`src/rtl/maze_pkg.sv`:
```
// Shared maze types: move encoding, replay FSM states and grid limits.
// Used by the replay player and by the solver's move translation.
package maze_pkg;

  localparam int COORD_W  = 4;
  localparam int GRID_MAX = 15;

  typedef enum logic [1:0] {
    MV_XP = 2'b00,
    MV_YP = 2'b01,
    MV_XN = 2'b10,
    MV_YN = 2'b11
  } move_t;

  typedef enum logic [2:0] {
    IDLE,
    EMIT,
    WAIT,
    FETCH,
    FINISH,
    ERROR
  } player_state_t;

endpackage

```
`src/rtl/maze_step_calc.sv`:
```
// Applies one move to an (x,y) position; combinational, zero latency, no handshake.
// oob flags a move leaving [0,MAXC]; the position is then passed through unchanged.
module maze_step_calc
  import maze_pkg::*;
#(
  parameter int W    = COORD_W,
  parameter int MAXC = GRID_MAX
) (
  input  logic [W-1:0] pos_x,
  input  logic [W-1:0] pos_y,
  input  move_t        move,
  output logic [W-1:0] new_x,
  output logic [W-1:0] new_y,
  output logic         oob
);

  localparam logic [W-1:0] MAX_C = W'(MAXC);

  always_comb begin
    new_x = pos_x;
    new_y = pos_y;
    oob   = 1'b0;
    case (move)
      MV_XP: if (pos_x >= MAX_C) oob = 1'b1; else new_x = pos_x + W'(1);
      MV_YP: if (pos_y >= MAX_C) oob = 1'b1; else new_y = pos_y + W'(1);
      MV_XN: if (pos_x == '0)    oob = 1'b1; else new_x = pos_x - W'(1);
      MV_YN: if (pos_y == '0)    oob = 1'b1; else new_y = pos_y - W'(1);
      default: oob = 1'b0;
    endcase
  end

endmodule

```
`src/rtl/maze_path_player.sv`:
```
// Replays the solved move queue as (x,y) positions; next position follows an accepted one by step_div+3 cycles.
// Position is held stable while pos_ready is low; nothing is popped from the queue until the handshake.
module maze_path_player #(
  parameter int COORD_W  = maze_pkg::COORD_W,
  parameter int GRID_MAX = maze_pkg::GRID_MAX,
  parameter int DIV_W    = 8,
  parameter int CNT_W    = 8
) (
  input  logic               clk,
  input  logic               rst,
  input  logic               run,
  input  logic               abort,
  input  logic [DIV_W-1:0]   step_div,
  input  logic               q_empty,
  input  logic [1:0]         q_data,
  output logic               dequeue,
  output logic [COORD_W-1:0] pos_x,
  output logic [COORD_W-1:0] pos_y,
  output logic               pos_valid,
  input  logic               pos_ready,
  output logic               busy,
  output logic               play_done,
  output logic               err_oob,
  output logic [CNT_W-1:0]   step_count
);

  import maze_pkg::*;

  player_state_t      state_q, state_d;
  logic [COORD_W-1:0] pos_x_q, pos_x_d;
  logic [COORD_W-1:0] pos_y_q, pos_y_d;
  logic [CNT_W-1:0]   step_count_q, step_count_d;
  logic [DIV_W-1:0]   div_q, div_d;
  logic               err_oob_q, err_oob_d;
  logic               deq_req;

  logic [COORD_W-1:0] nxt_x, nxt_y;
  logic               step_oob;

  maze_step_calc #(
    .W    (COORD_W),
    .MAXC (GRID_MAX)
  ) u_step_calc (
    .pos_x (pos_x_q),
    .pos_y (pos_y_q),
    .move  (move_t'(q_data)),
    .new_x (nxt_x),
    .new_y (nxt_y),
    .oob   (step_oob)
  );

  always_comb begin
    state_d      = state_q;
    pos_x_d      = pos_x_q;
    pos_y_d      = pos_y_q;
    step_count_d = step_count_q;
    div_d        = div_q;
    err_oob_d    = err_oob_q;
    deq_req      = 1'b0;
    if (abort) begin
      state_d = IDLE;
    end else begin
      case (state_q)
        IDLE: begin
          if (run) begin
            pos_x_d      = '0;
            pos_y_d      = '0;
            step_count_d = '0;
            err_oob_d    = 1'b0;
            state_d      = EMIT;
          end
        end
        EMIT: begin
          if (pos_ready) begin
            div_d   = step_div;
            state_d = WAIT;
          end
        end
        WAIT: begin
          if (div_q == '0) state_d = FETCH;
          else             div_d   = div_q - DIV_W'(1);
        end
        FETCH: begin
          if (q_empty) begin
            state_d = FINISH;
          end else if (step_oob) begin
            err_oob_d = 1'b1;
            state_d   = ERROR;
          end else begin
            deq_req = 1'b1;
            pos_x_d = nxt_x;
            pos_y_d = nxt_y;
            if (step_count_q != '1) step_count_d = step_count_q + CNT_W'(1);
            state_d = EMIT;
          end
        end
        FINISH:  state_d = IDLE;
        ERROR:   state_d = ERROR;
        default: state_d = IDLE;
      endcase
    end
  end

  always_ff @(posedge clk) begin
    if (!rst) begin
      state_q      <= IDLE;
      pos_x_q      <= '0;
      pos_y_q      <= '0;
      step_count_q <= '0;
      div_q        <= '0;
      err_oob_q    <= 1'b0;
    end else begin
      state_q      <= state_d;
      pos_x_q      <= pos_x_d;
      pos_y_q      <= pos_y_d;
      step_count_q <= step_count_d;
      div_q        <= div_d;
      err_oob_q    <= err_oob_d;
    end
  end

  // Pop is suppressed during reset so the queue never loses a move the player discards.
  assign dequeue    = deq_req & rst;
  assign pos_x      = pos_x_q;
  assign pos_y      = pos_y_q;
  assign pos_valid  = (state_q == EMIT);
  assign busy       = (state_q != IDLE);
  assign play_done  = (state_q == FINISH);
  assign err_oob    = err_oob_q;
  assign step_count = step_count_q;

endmodule

```
`config.mk`:
```
export PLATFORM = sky130hd
export DESIGN_NAME = maze_path_player
export DESIGN_NICKNAME = d
export VERILOG_FILES = /design/src/rtl/maze_pkg.sv /design/src/rtl/maze_step_calc.sv /design/src/rtl/maze_path_player.sv
export SDC_FILE = /design/constraint.sdc
export NUM_CORES = 1
export LEC_CHECK = 0
export ABC_AREA = 1
export CORE_MARGIN = 2
export CORE_UTILIZATION = 50
export CTS_CLUSTER_SIZE = 40
export DETAILED_ROUTE_END_ITERATION = 16
export PLACE_DENSITY = 0.76
export SYNTH_ARGS = -nofsm -noshare
export SYNTH_HDL_FRONTEND = slang
export SYNTH_SLANG_ARGS = --single-unit
```
`constraint.sdc`:
```
create_clock -name clk -period 2.03 [get_ports clk]
set_clock_uncertainty 0.05 [all_clocks]
set_input_delay 0.203 -clock clk [delete_from_list [all_inputs] [get_ports clk]]
set_output_delay 0.203 -clock clk [all_outputs]
set_load 0.005 [all_outputs]
```
Word-level counts from Yosys, hierarchy flattened
Cells that the tools add are included.
Storage, ports and cells
  register bits after elaboration: 28
  bits of input ports: 16
  logic and storage cells: 95
Operators by class
  add/subtract/negate cells: 6
  magnitude comparators: 2
  eq/ne operators: 23
  muxes and demuxes: 40
  bitwise logic cells: 3
  reductions and logical operators: 15
Operators by type and width (number)
  $mux 8: 6
  $mux 4: 9
  $pmux 4 s2: 4
  $pmux 8 s2: 2
  $reduce_and 8->1: 2
  $mux 3: 5
  $pmux 3 s5: 1
  $ne 2x2->1 const B: 7
  $ne 3x3->1 const B: 4
  $mux 1: 11
  $add 4x1->4 const B: 2
  $add 8x1->8 const B: 1
  $ge 4x4->1 const B: 2
  $logic_not 4->1: 2
  $logic_not 8->1: 1
  $ne 8x8->1 const B: 1
  $sub 4x1->4 const B: 2
  $sub 8x1->8 const B: 1
  $eq 3x2->1 const B: 2
  $eq 3x3->1 const B: 2
  $ne 3x1->1 const B: 2
  $reduce_and 6->1: 1
  $reduce_and 5->1: 1
  $eq 2x2->1 const B: 2
  other kinds (14): 16

Logic depth before layout (Yosys ltp)
Gate-level depths: netlist (run 1).
  depth after elaboration: 8
  gate-level depth with buffers: 11

Modules after synthesis
From an unflattened synthesis (run 1), not the netlist that was laid out.
Second synthesis, totals
  cells, all modules: 361
  area total of the unflattened synthesis: 2259.7 µm²
By module, submodules not included
  maze_path_player: instances 1, cells each 269, area an instance 1767.9 µm², sequential area each 560.5 µm²
  maze_step_calc: instances 1, cells each 92, area an instance 491.7 µm², sequential area each 0.0 µm²

Worst setup path after synthesis (run 1)
No wires, ideal clock.
  path kind: register to register
  start point: register step_count_q[0], in the netlist step_count[0]
  end point: register step_count_q[5], in the netlist step_count[5]
  setup time: 0.115 ns
  arrival: 1.403 ns
  setup slack: 0.462 ns
  stages on the path, launching flop included: 10
  buffers on the path: 1
  period minus slack after synthesis: 1.568 ns
  path through: dfxtp_1 -> ha_1 -> nand2_1 -> nor2_2 -> nand3_2 -> nor2_4 -> nor2_8 -> buf_8 -> a21oi_1 -> nor2_1
Between the ends
  word-level cells in the longest chain between the ends: 5
  elaborated cells between the ends (all ways): 8
RTL lines
  start, declared: line maze_path_player.sv:32  | logic [CNT_W-1:0] step_count_q, step_count_d;
  start signal, assigned: line maze_path_player.sv:116  | step_count_q <= step_count_d;
  $add 8x1->8: line maze_path_player.sv:93  | if (step_count_q != '1) step_count_d = step_count_q + CNT_W'(1);
  $mux 8: line maze_path_player.sv:93
  $mux 8: line maze_path_player.sv:86  | end else if (step_oob) begin
  $mux 8: line maze_path_player.sv:84  | if (q_empty) begin
  $pmux 8 s2: line maze_path_player.sv:63  | case (state_q)
Parallel ways exist; a longest one is shown, timed or not. The select of a mux whose other input is x is not followed.
A chain may end at the register's enable or synchronous reset.

Final worst setup path (run 1)
  start point: register state_q[0]
  end point: output port pos_valid
Between the ends
  word-level cells in the longest chain between the ends: 1
RTL lines
  start, declared: line maze_path_player.sv:29  | player_state_t state_q, state_d;
  start signal, assigned: line maze_path_player.sv:113  | state_q <= state_d;
  $eq 3x1->1: line maze_path_player.sv:126  | assign pos_valid = (state_q == EMIT);
  end, declared: line maze_path_player.sv:19  | output logic pos_valid,
Every way passes these cells.

==> results.cfg, run 1 <==
[clock_network]
clock_latency_ns = 0.28
cts_tree = built
clockBufferDepth = 2
cts_buffers = 3
path_clk_slew_ns = 0.10
cts_sinks = 28
clockRootBuffer = clkbuf_8
htreeDepth = 1
ctsHoldBuffers = 0

[drt]
routed_wl_um = 4606
firstDrtPassIters = 4
wl_per_cell_um = 11.15
drt_iter0_drc = 61
ant_nets = 0
vias = 2112
avgViaCountPerCell = 5.114
drcViolationCount = 0

[flow_run]
max-cap-violations = 0

[floorplanning]
dieArea_um2 = 4789
dieWidth_um = 69.21
start_util_pct = 52.39
fp.dieH_um = 69.21
rows = 23
coreArea_um2 = 4058
pin_count = 37

[sta]
finalSetupViolations = 0
hold_viol = 0
report.final.slew_viol_count = 0
max_freq_mhz = 525.7
finalCritPeriodShare_pct = 93.70
rsz0062_at_grt = false
finalWorstPathRequiredPeriod_ns = 1.902
max_slew_margin_pct = 78.53
worst_slew_pin_slew_ns = 0.3139
holdWs_ns = 0.4563

[global_routing]
grt_pass1_wl_um = 8259
grt_overflow = 0
grt_max_degree = 24
antenna_found_initial = 0
grtUsageTotal_pct = 20.24
grt_pass1_vias = 1894

[worst_setup_path]
r2r_setup_slack_ns = 0.38
endpoint = pos_valid
crit_slowest_cell = clkdlybuf4s50_1
reg2regPathDepth = 9
endpoint_kind = primary output
r2r_end = div_q[7]$_SDFFE_PN0P_
crit_cells = 6
rr_startpoint = state_q[0]$_SDFFE_PP0P_
crit_start = state_q[0]$_SDFFE_PP0P_
worst-path-buf-inv = 4
required_ns = 1.78
path_class = reg2out
arrival_ns = 1.65
max_stage_delay_ns = 0.49
critical_path_peak_fanout = 5
cpLargestDelayFamily = buffers and inverters
path_cells = inv_2 -> buf_4 -> nor2_4 -> nand2_2 -> inv_1 -> clkdlybuf4s50_1
start_kind = flop

[run_status]
status = complete, no violations

[final_layout]
syn2layout_area_growth_pct = 25.84
drive_gt1_share_pct = 15.98
finalInstanceArea_um2 = 2675
n_antenna_cell = 0
fin_nets = 389

[yosys]
ys_ff_latch = 28
synth_cells = 316
syn-num-nets = 341
netlist_area_um2 = 2126
ys_seq_area_share_pct = 26.37
ys_warn_count = 0
syn_area_per_cell_um2 = 6.727
synth_cell_types = 40

[worst_hold_path]
hp-class = reg2reg
min_from = state_q[0]$_SDFFE_PP0P_

[power_and_ir_drop]
total_power_mw = 1.470
p_leak_nw = 1.146
peakVddDrop_mv = 0.4282
power.density_nw_per_um2 = 549.6

[placement]
port_buffers = 36
place.gp.congestion = 0.8155
dp_hpwl_um = 3471
placed_cell_area_um2 = 2589
## timing repair
action,in CTS,in global routing
buffers inserted,0,1
resized for setup,6,1
pin swaps,0,1
gates cloned,0,0
endpoints found under the setup margin,1,1
## per-layer routing
metal	vias to the layer above	track usage [%]	part of all wire [%]
met4	0	2.614	0.52
met3	2	3.488	4.3
li1	1119	-	-
met2	49	34.29	46
met5	-	0	0
met1	942	27.73	50
## registers in the layout (all words and copies together), names as in the netlist
name,cells
pos_y,4
div_q,8
err_oob,1
pos_x,4
state_q,3
step_count,8
## cells in the final DEF, fill, tap and decap left out, drive strengths merged, types with 4 or more instances in the layout
master,netlist,final
nand3,33,33
nand4,4,4
clkdlybuf4s50,0,34
inv,35,35
a21oi,22,22
nand2,71,71
nand3b,4,4
buf,8,15
nor2,62,62
ha,7,7
o21ai,20,20
nor3,5,5
dfxtp,28,28
## synth_stat cells, drive strengths merged
master | n | area, um^2
nand2 | 71 | 291.5
nor2 | 62 | 299.0
inv | 35 | 133.9
nand3 | 33 | 217.7
dfxtp | 28 | 560.5
a21oi | 22 | 125.1
o21ai | 20 | 103.9
buf | 8 | 65.06
ha | 7 | 87.58
nor3 | 5 | 25.02
nand3b | 4 | 30.03
nand4 | 4 | 31.28
o21a | 3 | 22.52
xor2 | 3 | 26.28
fa | 2 | 40.04
or2 | 2 | 12.52
xnor2 | 2 | 17.52
a2111oi | 1 | 8.760
a2bb2oi | 1 | 8.760
a31oi | 1 | 6.260
clkinv | 1 | 5.000
o31ai | 1 | 7.510
## metrics by stage
step	worst slack [ns]	TNS [ns]	util (%)	instances
2_1_floorplan	0.4623	0	-	316
3_3_place_gp	-0.1053	-0.1053	63.80	408
3_5_place_dp	-0.1231	-0.1675	63.80	408
4_1_cts	0.03803	0	65.71	412
5_1_grt	0.03320	0	65.93	413
6_report	0.1279	0	65.93	413
## where the power goes
part,internal (mW),switching (mW),total [mW]
clock network,0.264,0.187,0.451
logic,0.191,0.204,0.395
registers,0.585,0.0395,0.624
total,1.04,0.430,1.47
## final cells by class
class | instances | area [um^2]
Multi-Input combinational cell | 244 | 1366
Inverter | 36 | 138.9
Sequential cell | 28 | 565.5
Fill cell | 374 | 1383
Clock buffer | 3 | 41.29
Clock inverter | 1 | 30.03
Timing Repair Buffer | 51 | 470.5
Tap cell | 50 | 62.56
## worst register-to-register path, cell delays in order, from the launching register on
cell     delay [ns]
dfxtp_2        0.34
inv_2          0.07
buf_4          0.16
nand3_4        0.17
inv_4          0.14
o21ai_2        0.08
nand2_2        0.09
nand2_4        0.11
or2_0          0.23
a21oi_1        0.13
## logic make-up after synthesis
kind of cell / count (synthesis) / share of synthesized area (%)
AND/OR/NAND/NOR: 181 / 42.67
AO/OA/AOI/OAI: 49 / 13.30
buffers and inverters: 44 / 9.594
flip-flops: 28 / 26.37
adder cells (fa/ha/maj): 9 / 6.003
XOR/XNOR: 5 / 2.060
## how the worst min path moves through the flow
stage,to,slack (ns),cells after the start
after floorplan,div_q[7]$_SDFFE_PN0P_,0.29,2
after global placement,div_q[7]$_SDFFE_PN0P_,0.42,2
after detailed placement,div_q[7]$_SDFFE_PN0P_,0.44,2
after CTS,div_q[7]$_SDFFE_PN0P_,0.45,2
after global routing,state_q[0]$_SDFFE_PP0P_,0.49,2
final,state_q[0]$_SDFFE_PP0P_,0.46,2
Note: power is estimated with default switching activity, not from simulation.
==> run 2, diff against run 1 <==
--- a/config.mk
+++ b/config.mk
@@ -13,4 +13,5 @@
 export PLACE_DENSITY = 0.76
 export SYNTH_ARGS = -nofsm -noshare
 export SYNTH_HDL_FRONTEND = slang
+export SYNTH_HIERARCHICAL = 1
 export SYNTH_SLANG_ARGS = --single-unit
==> results.cfg, run 2 <==
[worst_setup_path]
required_ns = 1.78
path_class = reg2out
arrival_ns = 1.70
endpoint_kind = primary output
start_kind = flop
critical_path_peak_fanout = 4
reg2regPathDepth = 13

[sta]
worst_slew_pin_slew_ns = 0.4573
worst_slack_ns = 0.07486
holdWs_ns = 0.4388
finalSetupViolations = 0
max_slew_margin_pct = 69.48
max_freq_mhz = 511.5
finalCritPeriodShare_pct = 96.31
hold_viol = 0
report.final.slew_viol_count = 0
finalWorstPathRequiredPeriod_ns = 1.955

[floorplanning]
fp.dieH_um = 71.23
dieWidth_um = 71.23
coreArea_um2 = 4354
dieArea_um2 = 5073
pin_count = 37
start_util_pct = 51.90
rows = 24

[final_layout]
layout_commonest_cell = nand2_1
layout_common_cells = nand2_1, nand3_1, buf_4
fin_nets = 466
multiInputGateArea_um2 = 1515
regArea_um2 = 570.5
final_core_util_pct = 71.58
finalInstanceArea_um2 = 3117
drive_gt1_share_pct = 24.43
n_antenna_cell = 0
fillCellCount = 346
syn2layout_area_growth_pct = 37.93

[clock_network]
clockBufferDepth = 2
cts_buffers = 3
ctsHoldBuffers = 0
path_clk_slew_ns = 0.10
cts_tree = built
clock_latency_ns = 0.28
htreeDepth = 1
cts_sinks = 28
clockRootBuffer = clkbuf_8

[yosys]
synth_cells = 361
synth_top_family_by_area = simple AND/OR/NAND/NOR gates
synth_cell_types = 35
async_flop_share_pct = 0
netlist_area_um2 = 2260
synth_xor_area_share_pct = 1.550
synth_top_cell_area_share_pct = 24.81
syn_area_per_cell_um2 = 6.259
synth_compound_area_share_pct = 9.856
synth_top_area_cell = dfxtp_1
ys_warn_count = 6
synth_ff_type = dfxtp_1
syn-num-nets = 384
synth_edf_count = 0
synthSimpleGateAreaFrac_pct = 49.56
synth_area_leaders = dfxtp_1, nand2_1, nand3_1, nor2_1, inv_1
synthAdderAreaFrac_pct = 3.876
muxShareOfSynthArea_pct = 0
yosysMostFrequentCell = nand2_1
synth_common_cells = nand2_1, nand3_1, nor2_1
ys_seq_area_share_pct = 24.81
ys_ff_latch = 28

[drt]
drt_iter0_drc = 151
drcViolationCount = 0
ant_nets = 0
avgViaCountPerCell = 5.073
firstDrtPassIters = 4
routed_wl_um = 5517
wl_per_cell_um = 11.17
vias = 2506

[flow_run]
max-cap-violations = 0

[power_and_ir_drop]
p_leak_nw = 1.415
comb_power_share_pct = 21.9
internal_power_uw = 959.4
clkPwrFrac_pct = 34.3
power.switching_uw = 351.4
peakVddDrop_mv = 0.4388
power.density_nw_per_um2 = 420.6
netSwitchingFraction_pct = 26.81
pwr-share-seq_pct = 43.8

[global_routing]
antenna_found_initial = 0
grt_pass1_wl_um = 9577
grt_overflow = 0
grt_max_degree = 17
grtUsageTotal_pct = 22.42
grt_pass1_vias = 2330

[worst_hold_path]
whs_path_depth = 2
hp-class = reg2reg

[placement]
dp_hpwl_um = 4187
dp_slack_ns = -0.3587
place.gp.congestion = 0.8502
placed_cell_area_um2 = 2932
port_buffers = 36

[run_status]
status = complete, no violations
[run 2: cell types whose count changed after synthesis, moves of 3 or more]
| cell | before | now |
|---|---|---|
| nand2_1 | 63 | 102 |
| inv_2 | 4 | 9 |
| o211ai_1 | 0 | 3 |
| nand2_2 | 7 | 11 |
| inv_1 | 30 | 35 |
| nor2_1 | 53 | 41 |
| buf_2 | 4 | 1 |
| o21ai_1 | 3 | 0 |
| o21ai_0 | 16 | 5 |
| nand3_1 | 27 | 48 |
[run 2: worst max-delay path, stage by stage (launching register included)]
cell and delay [ns]:
dfxtp_4 0.38, ha_4 0.17, nand3_2 0.08, inv_2 0.03, nand2_1 0.05, nand4_1 0.15, or2_4 0.28, nor3_2 0.15
buf_2 0.14
[run 2: area by class of cell]
class | count | area share (%)
timing repair buffer | 84 | 23.16
inverter | 46 | 5.540
tap | 52 | 2.088
sequential | 28 | 18.31
clock buffer | 3 | 1.325
clock inverter | 1 | 0.9635
multi-input combinational | 280 | 48.61
[run 2: worst paths after layout]
kind                          from                   end  slack (ns)
max          pos_y[1]$_SDFFE_PN0P_               dequeue        0.07
min           err_oob$_SDFFE_PN0P_  err_oob$_SDFFE_PN0P_        0.44
max reg2reg  pos_y[1]$_SDFFE_PN0P_  err_oob$_SDFFE_PN0P_        0.11
min reg2reg   err_oob$_SDFFE_PN0P_  err_oob$_SDFFE_PN0P_        0.44
[run 2: cells by family (layout without fill, tap and decap cells)]
logic type	after synthesis	count (layout)
AND/OR/NAND/NOR	232	232
adder cells (fa/ha/maj)	7	7
XOR/XNOR	4	4
AO/OA/AOI/OAI	37	37
flip-flops	28	28
buffers and inverters	53	134
[run 2: metrics by stage]
step | power, mW | TNS (ns) | cells
2_1_floorplan | 0.7526 | 0 | 361
3_3_place_gp | 0.8536 | -1.287 | 483
3_5_place_dp | 0.8590 | -2.317 | 483
4_1_cts | 1.324 | 0 | 493
5_1_grt | 1.373 | -0.03344 | 494
6_report | 1.311 | 0 | 494
[run 2: routing by layer]
metal	share of wire [%]	global-route usage (%)
met5	0	0
met4	0.42	5.870
met3	2.9	2.954
met2	48	39.92
met1	48	28.52
[run 2: power groups by stage]
| stage | Sequential (mW) | Clock [mW] | Combinational, mW |
|---|---|---|---|
| finish | 0.574 | 0.450 | 0.286 |
| global route | 0.576 | 0.478 | 0.319 |
| detailed placement | 0.590 | 0 | 0.269 |
| floorplan | 0.587 | 0 | 0.166 |
| global placement | 0.589 | 0 | 0.264 |
| CTS | 0.577 | 0.462 | 0.285 |
[run 2: what timing repair did]
action	4_1_cts	5_1_grt
gates resized for setup	9	16
buffers inserted	6	2
pin swaps	2	4
setup endpoints to repair	1	16
